## config.mk

```make
export PLATFORM = sky130hd
export DESIGN_NAME = spike_event_fifo
export DESIGN_NICKNAME = d
export VERILOG_FILES = /design/src/rtl/spike_event_fifo.sv
export SDC_FILE = /design/constraint.sdc
export NUM_CORES = 1
export LEC_CHECK = 0
export ABC_AREA = 1
export CORE_ASPECT_RATIO = 1.1
export CORE_MARGIN = 1.5
export CORE_UTILIZATION = 55
export DETAILED_ROUTE_END_ITERATION = 10
export HOLD_SLACK_MARGIN = 0.12
export PLACE_DENSITY = 0.91
export SLEW_MARGIN = 20
export SYNTH_ARGS = -nofsm -noshare
export SYNTH_HDL_FRONTEND = slang
export SYNTH_SLANG_ARGS = --single-unit
```

## constraint.sdc

```tcl
create_clock -name clk -period 1.99 [get_ports clk]
set_clock_uncertainty 0.2 [all_clocks]
set_input_delay 0.398 -clock clk [delete_from_list [all_inputs] [get_ports clk]]
set_output_delay 0.398 -clock clk [all_outputs]
set_load 0.02 [all_outputs]
```

## src/rtl/spike_event_fifo.sv

```systemverilog
// Double-buffered spike tag FIFO: the neuron-update stage fills one bank while the
// compute-in-memory stage drains the other; a swap pulse exchanges the two banks.
module spike_event_fifo #(
    parameter int TAG_W = 1,
    parameter int DEPTH = 4,
    parameter int CNT_W = 3
) (
    input  logic             clk,
    input  logic             asyn_reset,
    input  logic             enq,
    input  logic [TAG_W-1:0] enq_tag,
    output logic             full,
    input  logic             swap,
    input  logic             req_deq,
    output logic             fifo_empty,
    output logic [TAG_W-1:0] fired_tag,
    output logic [CNT_W-1:0] rd_count,
    output logic [CNT_W-1:0] wr_count,
    output logic             bank_sel,
    output logic             overflow,
    output logic             lost_events
);

    localparam int PTR_W = $clog2(DEPTH);
    localparam logic [CNT_W-1:0] C_ONE = CNT_W'(1);
    localparam logic [PTR_W-1:0] P_ONE = PTR_W'(1);

    logic                   r_bank_sel;
    logic                   r_overflow;
    logic                   r_lost;
    logic [TAG_W-1:0]       r_mem [2*DEPTH];

    logic [1:0][PTR_W-1:0]  w_rd_ptr;
    logic [1:0][PTR_W-1:0]  w_wr_ptr;
    logic [1:0][CNT_W-1:0]  w_cnt;
    logic                   w_rd_bank;
    logic                   w_do_enq;
    logic                   w_do_deq;
    logic [CNT_W-1:0]       w_rd_left;

    assign w_rd_bank  = ~r_bank_sel;
    assign wr_count   = w_cnt[r_bank_sel];
    assign rd_count   = w_cnt[w_rd_bank];
    assign full       = (wr_count == CNT_W'(DEPTH));
    assign fifo_empty = (rd_count == '0);
    assign w_do_enq   = enq && !full;
    assign w_do_deq   = req_deq && !fifo_empty;
    // Entries still unread in the outgoing read bank once a same-edge pop is applied.
    assign w_rd_left  = rd_count - (w_do_deq ? C_ONE : '0);

    assign fired_tag   = fifo_empty ? '0 : r_mem[{w_rd_bank, w_rd_ptr[w_rd_bank]}];
    assign bank_sel    = r_bank_sel;
    assign overflow    = r_overflow;
    assign lost_events = r_lost;

    genvar gi;
    generate
        for (gi = 0; gi < 2; gi++) begin : g_bank
            logic             w_is_wr;
            logic [PTR_W-1:0] r_rd_ptr;
            logic [PTR_W-1:0] r_wr_ptr;
            logic [CNT_W-1:0] r_cnt;

            assign w_is_wr     = (r_bank_sel == 1'(gi));
            assign w_rd_ptr[gi] = r_rd_ptr;
            assign w_wr_ptr[gi] = r_wr_ptr;
            assign w_cnt[gi]    = r_cnt;

            // A write bank keeps its contents across a swap; a read bank is emptied by it.
            always_ff @(posedge clk or negedge asyn_reset) begin
                if (!asyn_reset) begin
                    r_rd_ptr <= '0;
                    r_wr_ptr <= '0;
                    r_cnt    <= '0;
                end else if (w_is_wr) begin
                    if (w_do_enq) begin
                        r_wr_ptr <= r_wr_ptr + P_ONE;
                        r_cnt    <= r_cnt + C_ONE;
                    end
                end else if (swap) begin
                    r_rd_ptr <= '0;
                    r_wr_ptr <= '0;
                    r_cnt    <= '0;
                end else if (w_do_deq) begin
                    r_rd_ptr <= r_rd_ptr + P_ONE;
                    r_cnt    <= r_cnt - C_ONE;
                end
            end
        end
    endgenerate

    always_ff @(posedge clk or negedge asyn_reset) begin
        if (!asyn_reset) begin
            r_bank_sel <= 1'b0;
            r_overflow <= 1'b0;
            r_lost     <= 1'b0;
        end else begin
            if (swap)
                r_bank_sel <= ~r_bank_sel;
            if (enq && full)
                r_overflow <= 1'b1;
            if (swap && (w_rd_left != '0))
                r_lost <= 1'b1;
        end
    end

    // Storage is never cleared; the empty check on fired_tag hides stale contents.
    always_ff @(posedge clk) begin
        if (w_do_enq && asyn_reset)
            r_mem[{r_bank_sel, w_wr_ptr[r_bank_sel]}] <= enq_tag;
    end

endmodule

```

==> out/results.tsv <==
stage	metric	value	unit
floorplan	cell row count	19	
detailed_routing	antenna viol nets, final	0	
power	maximum vdd drop	1.08	mV
grt	vias in the first global route	1442	
logic_synthesis	Synth area leader	dfrtp_1	
worst_setup_path	CP required	1390	ps
cts	Num Clock Sinks	25	
logic_synthesis	Cell Area, Synth	1530	µm²
floorplan	# IOs	18	
worst_setup_path	CP Launch Type	flop	
worst_setup_path	CP Capture Type	output pin	
cts	H-tree depth	1	
place	Port Buffers	17	
final_layout	Multi-input gate area	831	µm²
flow_run	total of max-cap violations	0	
timing	Worst Max-Slew Pin Slew	335	ps
place	GPL Wtd Cong	0.852	
timing	RSZ-0062 raised after global routing	yes	
cts	worst skew pair latency	340	ps
logic_synthesis	Post-Syn Nets	206	
worst_hold_path	Worst Hold Class	flop to flop	
grt	global-route wire length before repair	5.80	mm
floorplan	initial core utilization	59.4	%
detailed_routing	average vias per placed instance	5.78	
cts	clk buf depth	2	
worst_setup_path	Critical R2R Capture	r_mem[4]	
final_layout	most frequent cells in the layout	nand2_1 (47), buf_4 (27), nand3_1 (19)	
timing	Final Max Slew Viols	0	
place	Post-DP Area	1930	µm²
timing	Fin Hold WS	292	ps
final_layout	Layout Cells excl Fill	279	
final_layout	Final #Nets	259	
cts	CTS root buf	clkbuf_4	
worst_setup_path	Setup CP Type	flop to output pin	
timing	Final Setup Violations	6	
timing	Hold Violations, Final	0	
timing	ratio of final minimum period to clock period	105	%
final_layout	commonest non-fill, non-tap cell in the layout	nand2_1	
final_layout	Inserted Diodes	0	
final_layout	fillcell total	146	
place	placed insts	268	
detailed_routing	Routed Wire Length	4.68	mm
logic_synthesis	Async SR Flop Fraction	68.0	%
logic_synthesis	synthesized flop and latch total	25	
final_layout	post-route cell area	2160	µm²
timing	Tmin final	2100	ps
cts	clk slew on worst S/H paths	150	ps
logic_synthesis	Synth top area share	27.9	%
logic_synthesis	ys flop type	dfrtp_1	
logic_synthesis	Post-synth EDFFs	8	
detailed_routing	1st-iter DRT viols	100	
timing	slew margin rel.	77.6	%
floorplan	die area	3100	µm²
timing	final worst slack	-107	ps
logic_synthesis	YS warnings	0	
worst_setup_path	crit path capture	fired_tag	
final_layout	Reg area	667	µm²
final_layout	synth-to-layout area growth	41.6	%
logic_synthesis	distinct cell type count after synthesis	26	
detailed_routing	DR pass1 iterations	6	
floorplan	Die Y	58.2	µm
floorplan	total core area	2570	µm²
worst_setup_path	Crit Reg-Reg Startpoint	bank_sel	
worst_setup_path	CP startpoint	bank_sel	
logic_synthesis	Gate Count Post-Synth	196	
detailed_routing	DRC violations left	0	
outcome	status	finished, violations left	
worst_setup_path	critical path arrival	1500	ps
power	pwr dens	1340	nW/µm²
timing	FMAX	477	MHz
logic_synthesis	top cells by area, synth	dfrtp_1 (28%), edfxtp_1 (16%), nand2_1 (14%)	
grt	total track usage	25.5	%
power	Leak	1.06	nW
outcome	failing checks	setup timing	
worst_setup_path	r2r worst-path depth	10	
grt	initial antenna violation count	0	
final_layout	layout cells sized above 1	37.5	%
grt	Overflow after GRT	0	
floorplan	DIE WIDTH	53.2	µm
detailed_routing	via count	1612	
cts	Post-CTS Hold Fix Bufs	0	
logic_synthesis	sequential share of the synthesized area	43.6	%
place	Post-DP HPWL	2.57	mm
cts	CTS tree	built	
power	Final Power	2.90	mW
worst_setup_path	critical path peak fanout	4	
grt	largest net degree at the start of global routing	16	
worst_setup_path	Worst R2R Setup Slack	30	ps
logic_synthesis	Mapped Avg Cell Area	7.78	µm²
cts	TritonCTS Buffers	3	
detailed_routing	wire per inst	16.8	µm
-- where the power goes --
| part | total (mW) | switching [mW] | leakage, nW | internal [mW] |
|---|---|---|---|---|
| registers | 0.814 | 0.138 | 0.280 | 0.675 |
| logic | 1.84 | 1.02 | 0.767 | 0.814 |
| clock network | 0.250 | 0.173 | 0.0139 | 0.0773 |
| total | 2.90 | 1.33 | 1.06 | 1.57 |
-- critical path, stage by stage, from the launching register on --
cell and delay (ps):
dfrtp_2 480, buf_6 150, nand2_2 70, nand2_4 60, nand3_4 90, nand2_2 60
nor2_1 100, buf_4 140
-- sequential cells by signal (all words and copies together), names as in the netlist --
signal and flops:
bank_sel 1, g_bank.r_cnt 6, g_bank.r_rd_ptr 4, g_bank.r_wr_ptr 4, lost_events 1, overflow 1
r_mem 8
-- worst min path at each step --
stage,from,to,slack (ps),depth (start not counted)
after floorplan,asyn_reset,bank_sel,-100,0
after global placement,overflow,overflow,240,1
after detailed placement,lost_events,lost_events,260,1
after CTS,asyn_reset,g_bank[1].r_wr_ptr[0],240,2
after global routing,lost_events,lost_events,310,1
final,overflow,overflow,290,1
-- area by class of cell --
cell class,count,share of cell area (%)
clock buffers,3,1.04
multi-input cells,141,38.5
flip-flops and latches,25,30.9
well taps,31,1.80
clock inverters,1,0.348
inverters,25,4.81
repair buffers,53,22.7
-- layer usage --
metal	global-route usage [%]	share of wire, %
met1	30.0	38
met2	44.6	52
met3	3.09	6.8
met4	12.8	3.0
met5	0	0
-- cell families (layout without fill, tap and decap cells) --
logic type	after synthesis	count (layout)	synth area share (%)
simple gates	115	115	35.7
buf+inv	30	82	8.53
flops	25	25	43.6
compound gates	18	18	6.56
fa+ha+maj	4	4	3.28
xor+xnor	4	4	2.30
-- timing repair --
action | in CTS | in global routing
buffers inserted | 3 | 4
gates resized for setup | 54 | 47
cloned | 0 | 0
setup endpoints to repair | 10 | 15
pin swaps | 3 | 11
-- stage by stage --
stage | util (%) | setup slack, ps | setup TNS, ps
floorplan | - | 61.9 | 0
global placement | 75.1 | -127 | -587
detailed placement | 75.1 | -156 | -802
CTS | 77.0 | -75.6 | -185
global route | 84.1 | -167 | -874
finish | 84.1 | -107 | -386
-- synthesized netlist by cell type, types with 2 or more instances --
master	n
ha_1	4
nor3_1	3
nand3_1	19
inv_2	2
o21ai_0	3
o21ai_1	2
a21oi_1	8
nor3_2	3
dfrtp_1	17
nand2_1	58
buf_6	2
nand2_2	14
edfxtp_1	8
o22ai_1	2
buf_2	2
inv_1	23
nor2_1	14
xnor2_1	4
(Power assumes the default switching activity.)
